## config.mk

```make
export PLATFORM = sky130hd
export DESIGN_NAME = pcie_dllp_tx_scheduler
export DESIGN_NICKNAME = d
export VERILOG_FILES = /design/src/rtl/PCIe_PKG.sv /design/src/rtl/pcie_dllp_tx_scheduler.sv
export SDC_FILE = /design/constraint.sdc
export NUM_CORES = 1
export LEC_CHECK = 0
export ABC_AREA = 0
export CORE_AREA = 2 2 66 92
export CTS_CLUSTER_DIAMETER = 60
export DETAILED_ROUTE_END_ITERATION = 8
export DIE_AREA = 0 0 68 94
export PLACE_DENSITY = 0.8
export SYNTH_ARGS = -nofsm -noshare
export SYNTH_HDL_FRONTEND = slang
export SYNTH_SLANG_ARGS = --single-unit
```

## constraint.sdc

```tcl
create_clock -name clk -period 4.3 [get_ports clk]
set_input_delay 0.86 -clock clk [delete_from_list [all_inputs] [get_ports clk]]
set_output_delay 0.86 -clock clk [all_outputs]
set_load 0.02 [all_outputs]
```

## src/rtl/PCIe_PKG.sv

```systemverilog
// Shared DLLP transmit types: packet layout, DLLP type codes and scheduler enums.
package PCIe_PKG;

  localparam logic [7:0] DLLP_ACK      = 8'h00;
  localparam logic [7:0] DLLP_NAK      = 8'h10;
  localparam logic [7:0] DLLP_UPDATEFC = 8'h80;

  typedef struct packed {
    logic [7:0]  dllp_type;
    logic [11:0] payload;
  } dllp_tx_packet;

  typedef enum logic {
    ST_IDLE,
    ST_SEND
  } tx_state_e;

  typedef enum logic [1:0] {
    GNT_FC,
    GNT_ACK,
    GNT_NAK
  } grant_e;

endpackage

```

## src/rtl/pcie_dllp_tx_scheduler.sv

```systemverilog
// DLLP transmit scheduler: coalesces Ack/Nak requests, generates UpdateFC
// DLLPs and arbitrates them onto a single valid/ready link to the PHY.
module pcie_dllp_tx_scheduler
  import PCIe_PKG::*;
#(
  parameter int ACK_LAT_LIMIT    = 64,
  parameter int ACK_COALESCE     = 4,
  parameter int FC_UPDATE_PERIOD = 1024
) (
  input  logic          clk,
  input  logic          rst,
  input  logic          ack_req_i,
  input  logic          nak_req_i,
  input  logic [11:0]   seq_num_i,
  input  logic          fc_update_i,
  input  logic [11:0]   fc_credit_i,
  output logic          dllp_valid_o,
  output dllp_tx_packet dllp_o,
  input  logic          dllp_ready_i,
  output logic          nak_scheduled_o
);

  localparam int ACK_TMR_W = $clog2(ACK_LAT_LIMIT) + 1;
  localparam int ACK_CNT_W = $clog2(ACK_COALESCE) + 1;
  localparam int FC_TMR_W  = $clog2(FC_UPDATE_PERIOD) + 1;

  localparam logic [ACK_TMR_W-1:0] ACK_TMR_DUE = ACK_TMR_W'(ACK_LAT_LIMIT - 1);
  localparam logic [ACK_CNT_W-1:0] ACK_CNT_MAX = ACK_CNT_W'(ACK_COALESCE);
  localparam logic [FC_TMR_W-1:0]  FC_TMR_WRAP = FC_TMR_W'(FC_UPDATE_PERIOD - 1);

  tx_state_e               state_q, state_d;
  grant_e                  last_grant_q, last_grant_d;
  dllp_tx_packet           dllp_q, dllp_d;
  logic                    ack_pend_q, ack_pend_d;
  logic [11:0]             ack_seq_q, ack_seq_d;
  logic [ACK_CNT_W-1:0]    ack_cnt_q, ack_cnt_d;
  logic [ACK_TMR_W-1:0]    ack_timer_q, ack_timer_d;
  logic                    nak_pend_q, nak_pend_d;
  logic [11:0]             nak_seq_q, nak_seq_d;
  logic                    nak_sched_q, nak_sched_d;
  logic                    fc_pend_q, fc_pend_d;
  logic [FC_TMR_W-1:0]     fc_timer_q, fc_timer_d;

  logic   ack_take, nak_take, ack_due, fc_due, fc_wrap, any_due;
  logic   load, load_nak, load_ack, load_fc;
  grant_e grant_sel;

  // A simultaneous Nak suppresses the Ack; a repeat Nak is ignored until an Ack clears it.
  assign ack_take = ack_req_i & ~nak_req_i;
  assign nak_take = nak_req_i & ~nak_sched_q;
  assign ack_due  = ack_pend_q & ((ack_timer_q >= ACK_TMR_DUE) | (ack_cnt_q >= ACK_CNT_MAX));
  assign fc_due   = fc_pend_q;
  assign fc_wrap  = (fc_timer_q == FC_TMR_WRAP);
  assign any_due  = nak_pend_q | ack_due | fc_due;

  always_comb begin
    grant_sel = GNT_FC;
    if (nak_pend_q) begin
      grant_sel = GNT_NAK;
    end else if (ack_due && !(fc_due && last_grant_q == GNT_ACK)) begin
      grant_sel = GNT_ACK;
    end
  end

  always_comb begin
    state_d      = state_q;
    last_grant_d = last_grant_q;
    dllp_d       = dllp_q;
    load         = 1'b0;
    case (state_q)
      ST_IDLE: begin
        if (any_due) begin
          load         = 1'b1;
          state_d      = ST_SEND;
          last_grant_d = grant_sel;
          case (grant_sel)
            GNT_NAK: dllp_d = '{dllp_type: DLLP_NAK, payload: nak_seq_q};
            GNT_ACK: dllp_d = '{dllp_type: DLLP_ACK, payload: ack_seq_q};
            default: dllp_d = '{dllp_type: DLLP_UPDATEFC, payload: fc_credit_i};
          endcase
        end
      end
      default: begin
        if (dllp_ready_i) begin
          state_d = ST_IDLE;
        end
      end
    endcase
  end

  assign load_nak = load & (grant_sel == GNT_NAK);
  assign load_ack = load & (grant_sel == GNT_ACK);
  assign load_fc  = load & (grant_sel == GNT_FC);

  // Clears from a load are applied first so a same-cycle request overrides them.
  always_comb begin
    ack_pend_d  = ack_pend_q;
    ack_seq_d   = ack_seq_q;
    ack_cnt_d   = ack_cnt_q;
    ack_timer_d = ack_timer_q;
    nak_pend_d  = nak_pend_q;
    nak_seq_d   = nak_seq_q;
    nak_sched_d = nak_sched_q;
    fc_pend_d   = fc_pend_q;
    fc_timer_d  = fc_timer_q + FC_TMR_W'(1);

    if (ack_pend_q && ack_timer_q != '1) begin
      ack_timer_d = ack_timer_q + ACK_TMR_W'(1);
    end
    if (load_nak || load_ack) begin
      ack_pend_d  = 1'b0;
      ack_cnt_d   = '0;
      ack_timer_d = '0;
    end
    if (load_nak) begin
      nak_pend_d = 1'b0;
    end
    if (load_fc) begin
      fc_pend_d = 1'b0;
    end
    if (load_fc || fc_wrap) begin
      fc_timer_d = '0;
    end

    if (ack_take) begin
      ack_pend_d  = 1'b1;
      ack_seq_d   = seq_num_i;
      nak_sched_d = 1'b0;
      if (ack_cnt_d < ACK_CNT_MAX) begin
        ack_cnt_d = ack_cnt_d + ACK_CNT_W'(1);
      end
    end
    if (nak_take) begin
      nak_pend_d  = 1'b1;
      nak_seq_d   = seq_num_i;
      nak_sched_d = 1'b1;
    end
    if (fc_update_i || fc_wrap) begin
      fc_pend_d = 1'b1;
    end
  end

  always_ff @(posedge clk or posedge rst) begin
    if (rst) begin
      state_q      <= ST_IDLE;
      last_grant_q <= GNT_FC;
      dllp_q       <= '0;
      ack_pend_q   <= 1'b0;
      ack_seq_q    <= '0;
      ack_cnt_q    <= '0;
      ack_timer_q  <= '0;
      nak_pend_q   <= 1'b0;
      nak_seq_q    <= '0;
      nak_sched_q  <= 1'b0;
      fc_pend_q    <= 1'b0;
      fc_timer_q   <= '0;
    end else begin
      state_q      <= state_d;
      last_grant_q <= last_grant_d;
      dllp_q       <= dllp_d;
      ack_pend_q   <= ack_pend_d;
      ack_seq_q    <= ack_seq_d;
      ack_cnt_q    <= ack_cnt_d;
      ack_timer_q  <= ack_timer_d;
      nak_pend_q   <= nak_pend_d;
      nak_seq_q    <= nak_seq_d;
      nak_sched_q  <= nak_sched_d;
      fc_pend_q    <= fc_pend_d;
      fc_timer_q   <= fc_timer_d;
    end
  end

  // Valid decodes straight from the state flop so reset removes it without a clock.
  assign dllp_valid_o    = (state_q == ST_SEND);
  assign dllp_o          = dllp_q;
  assign nak_scheduled_o = nak_sched_q;

endmodule
```

==> results.toml, run 1 <==
[setup_path]
cp_max_fo = 6
crit_arrival_ns = 1.45
required_ns = 3.44
critPathBufInv = 1
critPathLaunchType = "flop"
crit_path_end_kind = "output pin"
reg2reg_depth = 3
cp_cell_sequence = "clkdlybuf4s50_1"
slowest_delay_ns = 0.65
critical_path.startpoint = "dllp_valid_o"
cp_top_family = "buffers and inverters"
cp_slowest_cell = "clkdlybuf4s50_1"
r2r-start = "nak_pend_q"
r2r_end = "dllp_o[6]"
r2r_setup_slack_ns = 2.04
crit_type = "flop to output pin"

[global_route]
antenna_found_initial = 0
grt-ovfl-total = 0
grt_usage = 0.213
grt_pass1_wl_um = 9800
grt_pass1_vias = 2057
grt_max_degree = 45

[sta]
period_share = 0.538
rsz0062_at_grt = "false"
hold_viol = 0
worstMarginPinSlew_ns = 1.02
relSlewSlack = 0.315
setup_slack_ns = 1.99
fin_crit_ns = 2.31
tns_ns = 0
fmax_ghz = 0.432
report.final.slew_viol_count = 0
fin_hold_ws_ns = 0.470
setup_violations = 0
skew_ns = 0.0115

[placement]
gp_congestion = 0.804
hpwlAfterDp_um = 3970
dp_slack_ns = 1.91
portBuffers = 45
placed_cell_area_sq_um = 3450

[yosys]
ys_seq_area_frac = 0.557
yosysMostFrequentCell = "dfrtp_1"
synth_ff_type = "dfrtp_1"
yosysTopAreaCell = "dfrtp_1"
syn_area_per_cell_sq_um = 12.2
ys_ff_latch = 66
synth_cell_types = 46
synth.cell_area_sq_um = 2960
yosysWarnings = 0
synthArstFlopShare = 1.00
yosys-top-cells-area = "dfrtp_1, mux2_2, nor2_1"
netlist_top_cells_count = "dfrtp_1, mux2_2, nor2_1, nand2_1"
netlist_instances = 243
synth_top_area_share = 0.557
synth_edf_count = 0

[clocking]
clockRootBuffer = "clkbuf_8"
cts_hold_buf = 0
htree_num_levels = 3
ctsResizeCount = 0
clk_pin_slew_ns = 0.07
clkLatencyLatePin_ns = 0.35
cts.path.max_buffers = 2
cts_sinks = 66
numCtsBuffers = 9
post_cts_buffers = 0
cts_tree = "done"

[worst_hold_path]
holdPathStages = 1
hold_path.startpoint = "last_grant_q[1]"
hold_path.class = "flop to flop"
hold_end = "last_grant_q[1]"

[floorplan]
rows = 32
coreArea_sq_um = 5530
die_x_um = 68
pin_count = 52
die_area_sq_um = 6390
start_util = 0.536
die_h_um = 94

[detailed_routing]
wl_per_cell_um = 15.6
vias = 1990
route.detailed.drc = 0
first_pass_iters = 4
drt-total-wl_um = 5690
ant_nets = 0
drtIter0Drc = 80
via_per_inst = 5.47

[power_and_ir_drop]
p_per_area_nw_per_um2 = 612
leakage_nw = 1.63
peakVddDrop_mv = 0.384

[final_layout]
area_growth_syn_to_layout_pct = 22.7
n_antenna_cell = 0
nNetsFinal = 324
drive_gt1_frac = 0.186
finish.instance_area_sq_um = 3640

[run_status]
outcome = "finished clean"

[job]
max_cap_viol_count = 0
## placed cells by master (no fill, tap or decap), types with 2 or more instances in the layout
cell,n
dfrtp_1,66
clkdlybuf4s50_1,45
mux2_2,29
nor2_1,23
nand2_1,16
clkbuf_8,13
o21ai_0,8
xor2_1,8
a221o_1,7
a21o_1,6
mux2i_1,6
a22o_1,6
conb_1,6
nand3_1,5
xnor2_1,5
inv_1,4
and3_1,3
nand4_1,3
buf_4,3
nor2b_1,2
nand3b_1,2
a21oi_1,2
nor3b_1,2
ha_1,2
## flip-flops by register name, summed over array words and instances, names as in the netlist
name / cells
dllp_o: 14
ack_cnt_q: 3
dllp_valid_o: 1
nak_scheduled_o: 1
ack_seq_q: 12
nak_pend_q: 1
ack_timer_q: 7
ack_pend_q: 1
fc_due: 1
last_grant_q: 2
nak_seq_q: 12
fc_timer_q: 11
## through the flow
step,total power [W],cells,utilization
finish,0.00222,364,0.658
global route,0.00237,364,0.658
CTS,0.00224,364,0.658
detailed placement,0.00175,349,0.624
global placement,0.00172,349,0.624
floorplan,0.00148,248,-
## where the power goes
part | internal, W | switching, W | total [W]
combinational | 0.000379 | 0.000394 | 0.000773
clock | 0.000269 | 0.000218 | 0.000488
sequential | 0.000803 | 0.000162 | 0.000964
total | 0.00145 | 0.000774 | 0.00222
## worst reg2reg max path, stage by stage (launching register included)
cell,delay [ns]
dfrtp_1,0.60
o311ai_4,0.99
nor3_4,0.19
a221o_1,0.37
## cell type report
type,count,area [sq um]
fill,428,1890
inverter,5,18.8
tap,68,85.1
timing repair buffer,48,473
clock inverter,1,7.51
multi-input combinational,162,1220
clock buffer,14,183
sequential,66,1650
## layer usage
layer | up-vias | GRT usage | share of wire
li1 | 956 | - | -
met1 | 987 | 0.271 | 0.42
met2 | 35 | 0.328 | 0.53
met3 | 12 | 0.0647 | 0.029
met4 | 0 | 0.0967 | 0.027
met5 | - | 0 | 0
## cells by family after synthesis
group                    after synthesis  share of synthesized area
AND/OR/NAND/NOR                       65                      0.113
XOR/XNOR                              13                     0.0384
flip-flops                            66                      0.557
adder cells (fa/ha/maj)                2                    0.00844
buffers and inverters                 20                     0.0380
other                                  1                    0.00127
multiplexers                          35                      0.130
AO/OA/AOI/OAI                         41                      0.113
## worst max path at each step
| stage | to | slack, ns | depth (start not counted) |
|---|---|---|---|
| floorplan | ack_cnt_q[0] | 1.79 | 1 |
| global placement | ack_cnt_q[1] | 1.97 | 7 |
| detailed placement | ack_cnt_q[1] | 1.91 | 7 |
| CTS | dllp_valid_o | 1.97 | 1 |
| global route | dllp_o[6] | 1.90 | 3 |
| finish | dllp_valid_o | 1.99 | 1 |
(Power assumes the default switching activity.)
==> inputs of run 2 (changes only) <==
CORE_AREA = 2 2 67 95   (was 2 2 66 92)
DIE_AREA = 0 0 69 97   (was 0 0 68 94)
PLACE_DENSITY = 0.77   (was 0.8)
clock period = 2.35 ns   (was 4.3 ns; I/O delays follow)
==> results.toml, run 2 (synthesized netlist as in run 1, its figures left out) <==
[floorplan]
rows = 33
die_x_um = 69
pin_count = 52
die_h_um = 97
start_util = 0.513
die_area_sq_um = 6690
coreArea_sq_um = 5780

[setup_path]
cp_cell_sequence = "ha_1 -> a21oi_1 -> o21ai_1 -> o311ai_4 -> nor3_4 -> a221o_1"
crit_arrival_ns = 2.30
crit_type = "flop to flop"
crit_path_end_kind = "flop"
slowest_delay_ns = 0.47
cp_top_family = "compound AO/OA/AOI/OAI gates"
critPathLaunchType = "flop"
required_ns = 2.63
r2r_setup_slack_ns = 0.33
critPathBufInv = 0
cp_slowest_cell = "nor3_4"
cp_max_fo = 14

[final_layout]
fillCellCount = 444
multi_input_area_sq_um = 1220
nNetsFinal = 328
area_growth_syn_to_layout_pct = 25.1
final_core_util = 0.642
n_antenna_cell = 0
mostFrequentLayoutCell = "dfrtp_1"
largest_reg_flops = 14
layout_common_cells = "dfrtp_1, clkdlybuf4s50_1, mux2_2"
fin_cells = 371
drive_gt1_frac = 0.203
seqCellArea_sq_um = 1650

[clocking]
cts_hold_buf = 0
cts_tree = "done"
htree_num_levels = 3
post_cts_buffers = 0
ctsResizeCount = 0
numCtsBuffers = 9
cts_sinks = 66
cts.path.max_buffers = 2
clockRootBuffer = "clkbuf_8"
clk_pin_slew_ns = 0.08
clkLatencyLatePin_ns = 0.35

[placement]
gp_congestion = 0.780
hpwlAfterDp_um = 4020
portBuffers = 45
dp.cells = 355

[global_route]
grt_usage = 0.185
grt_pass1_vias = 2061
grt_max_degree = 67
grt-ovfl-total = 0
grt_pass1_wl_um = 9630
antenna_found_initial = 0

[sta]
skew_ns = 0.00926
report.final.slew_viol_count = 0
period_share = 0.858
setup_violations = 0
tns_ns = 0
fin_hold_ws_ns = 0.474
hold_viol = 0
fin_crit_ns = 2.02
fmax_ghz = 0.496
relSlewSlack = 0.558
worstMarginPinSlew_ns = 0.662
rsz0062_at_grt = "false"

[worst_hold_path]
hold_path.class = "flop to flop"

[detailed_routing]
ant_nets = 0
first_pass_iters = 4
drt-total-wl_um = 5750
via_per_inst = 5.46
vias = 2025
drtIter0Drc = 122
wl_per_cell_um = 15.5
route.detailed.drc = 0

[power_and_ir_drop]
p_per_area_nw_per_um2 = 1150
peakVddDrop_mv = 0.781
leakage_nw = 1.68

[job]
max_cap_viol_count = 0

[run_status]
outcome = "finished clean"
==> run 2: final cells by class <==
| class | count | area share |
|---|---|---|
| clock buffers | 9 | 0.0334 |
| repair buffers | 52 | 0.139 |
| clock inverters | 7 | 0.0250 |
| well taps | 70 | 0.0236 |
| multi-input cells | 162 | 0.329 |
| flip-flops and latches | 66 | 0.445 |
| inverters | 5 | 0.00506 |
==> run 2: report_power, final <==
part | switching [W] | internal (W) | total, W
Sequential | 0.000277 | 0.00147 | 0.00175
Combinational | 0.000757 | 0.000725 | 0.00148
Clock | 0.000440 | 0.000597 | 0.00104
Total | 0.00147 | 0.00279 | 0.00426
==> run 2: worst paths after layout <==
kind                                      start              end  cells after the start
worst max-delay path             ack_timer_q[0]        dllp_o[9]                      6
worst min-delay path            last_grant_q[1]  last_grant_q[1]                      1
worst max register to register   ack_timer_q[0]        dllp_o[9]                      6
worst min register to register  last_grant_q[1]  last_grant_q[1]                      1
max in group asynchronous                   rst     ack_seq_q[0]                      3
min in group asynchronous                   rst        dllp_o[8]                      3
==> run 2: per-layer routing <==
layer  track usage  share of wire
met1         0.218           0.41
met2         0.313           0.54
met3        0.0594          0.040
met4        0.0739          0.012
met5             0              0
==> run 2: through the flow <==
stage,setup WS [ns],cell area [sq um],power [W]
final,0.333,3710,0.00426
after global routing,0.142,3710,0.00451
after CTS,0.326,3710,0.00430
after detailed placement,0.347,3490,0.00325
after global placement,0.412,3490,0.00319
after floorplan,0.225,2980,0.00271
==> inputs of run 3 (changes only) <==
CORE_AREA = 2 2 66 92   (was 2 2 67 95)
CTS_CLUSTER_SIZE = 28   (was unset)
DIE_AREA = 0 0 68 94   (was 0 0 69 97)
DONT_BUFFER_PORTS = 1   (was unset)
PLACE_DENSITY = 0.68   (was 0.77)
SKIP_LAST_GASP = 1   (was unset)
==> results.toml, run 3 (synthesized netlist as in run 1, its figures left out) <==
[run_status]
outcome = "finished clean"

[placement]
placed_cell_area_sq_um = 3040
gp_congestion = 0.770
portBuffers = 0
hpwlAfterDp_um = 3840

[clocking]
ctsResizeCount = 0
cts_sinks = 66
htree_num_levels = 3
clk_pin_slew_ns = 0.07
cts.path.max_buffers = 2
cts_tree = "done"
numCtsBuffers = 9
clkLatencyLatePin_ns = 0.34
clockRootBuffer = "clkbuf_8"

[setup_path]
cp_cell_sequence = "ha_1 -> a21oi_1 -> o21ai_1 -> o311ai_4 -> nor3_4 -> a221o_1"
crit_path_end_kind = "flop"
cp_slowest_cell = "nor3_4"
cp_max_fo = 14
required_ns = 2.63
crit_arrival_ns = 2.28
crit_type = "flop to flop"
slowest_delay_ns = 0.48
critPathLaunchType = "flop"

[floorplan]
rows = 32
coreArea_sq_um = 5530
pin_count = 52
die_x_um = 68
die_area_sq_um = 6390
die_h_um = 94
start_util = 0.536

[final_layout]
finish.instance_area_sq_um = 3220
drive_gt1_frac = 0.227
n_antenna_cell = 0
nNetsFinal = 284
largest_reg_flops = 14
final_core_util = 0.583
seqCellArea_sq_um = 1650
layout_common_cells = "dfrtp_1, mux2_2, nor2_1"
mostFrequentLayoutCell = "dfrtp_1"
area_growth_syn_to_layout_pct = 8.65
multi_input_area_sq_um = 1220
fillCellCount = 464

[sta]
fmax_ghz = 0.498
report.final.slew_viol_count = 0
skew_ns = 0.00806
rsz0062_at_grt = "false"
period_share = 0.854
fin_crit_ns = 2.01
setup_violations = 0
hold_viol = 0
worstMarginPinSlew_ns = 0.668
relSlewSlack = 0.553
tns_ns = 0

[global_route]
grt_max_degree = 36
antenna_found_initial = 0
grt_usage = 0.193
grt_pass1_wl_um = 8980
grt_pass1_vias = 1889
grt-ovfl-total = 0

[job]
max_cap_viol_count = 0

[power_and_ir_drop]
p_per_area_nw_per_um2 = 1170
leakage_nw = 1.48
peakVddDrop_mv = 0.730

[detailed_routing]
drtIter0Drc = 100
vias = 1835
via_per_inst = 5.66
wl_per_cell_um = 16.6
ant_nets = 0
first_pass_iters = 4
route.detailed.drc = 0
drt-total-wl_um = 5370

[worst_hold_path]
hold_path.class = "input pin to flop"
run 3: changes by cell type in the layout (fill, tap and decap cells not counted), sizes merged:
cell and delta:
clkdlybuf4s50 -45, inv -1, dlygate4sd3 +1, clkinvlp +1, clkinv -3, clkbuf +4, bufinv -2
run 3: final timing paths:
kind / from / endpoint / slack (ns) / depth (start not counted)
worst max-delay path: ack_timer_q[0] / dllp_o[0] / 0.34 / 6
worst min-delay path: dllp_ready_i / dllp_valid_o / 0.22 / 1
worst max register to register: ack_timer_q[0] / dllp_o[0] / 0.34 / 6
worst min register to register: last_grant_q[1] / last_grant_q[1] / 0.47 / 1
max in group asynchronous: rst / dllp_o[4] / 1.25 / 3
min in group asynchronous: rst / dllp_o[10] / 0.55 / 2
run 3: repair_timing:
item                      4_1_cts  5_1_grt
setup buffers                   0        0
hold buffers                    1        0
hold endpoints to repair       13        0
run 3: critical path, delay by kind of cell, from the launching register on:
kind            cells  cell delay [ns]
simple gates        1             0.48
compound gates      4             0.77
flops               1             0.43
fa+ha+maj           1             0.26
run 3: where the power goes:
part / internal (W) / switching, W
Clock: 0.000433 / 0.000400
Sequential: 0.00147 / 0.000449
Combinational: 0.000476 / 0.000528
Total: 0.00238 / 0.00138
run 3: metal layers:
layer	global-route usage	part of all wire
met5	0	0
met1	0.249	0.42
met2	0.286	0.50
met4	0.0917	0.022
met3	0.0683	0.062
run 3: area by class of cell:
cell class	instances	share of cell area
Tap cell	68	0.0264
Multi-Input combinational cell	162	0.378
Sequential cell	66	0.513
Timing Repair Buffer	8	0.0233
Clock inverter	2	0.00389
Inverter	5	0.00583
Clock buffer	13	0.0493
run 3: per-stage QoR:
stage | hold WS (ns) | instances | setup slack (ns) | power, W
3_5_place_dp | 0.349 | 308 | 0.370 | 0.00295
6_report | 0.223 | 324 | 0.342 | 0.00375
4_1_cts | 0.216 | 324 | 0.347 | 0.00379
5_1_grt | 0.211 | 324 | 0.225 | 0.00400
2_1_floorplan | 0.441 | 248 | 0.225 | 0.00271
3_3_place_gp | 0.337 | 308 | 0.411 | 0.00291
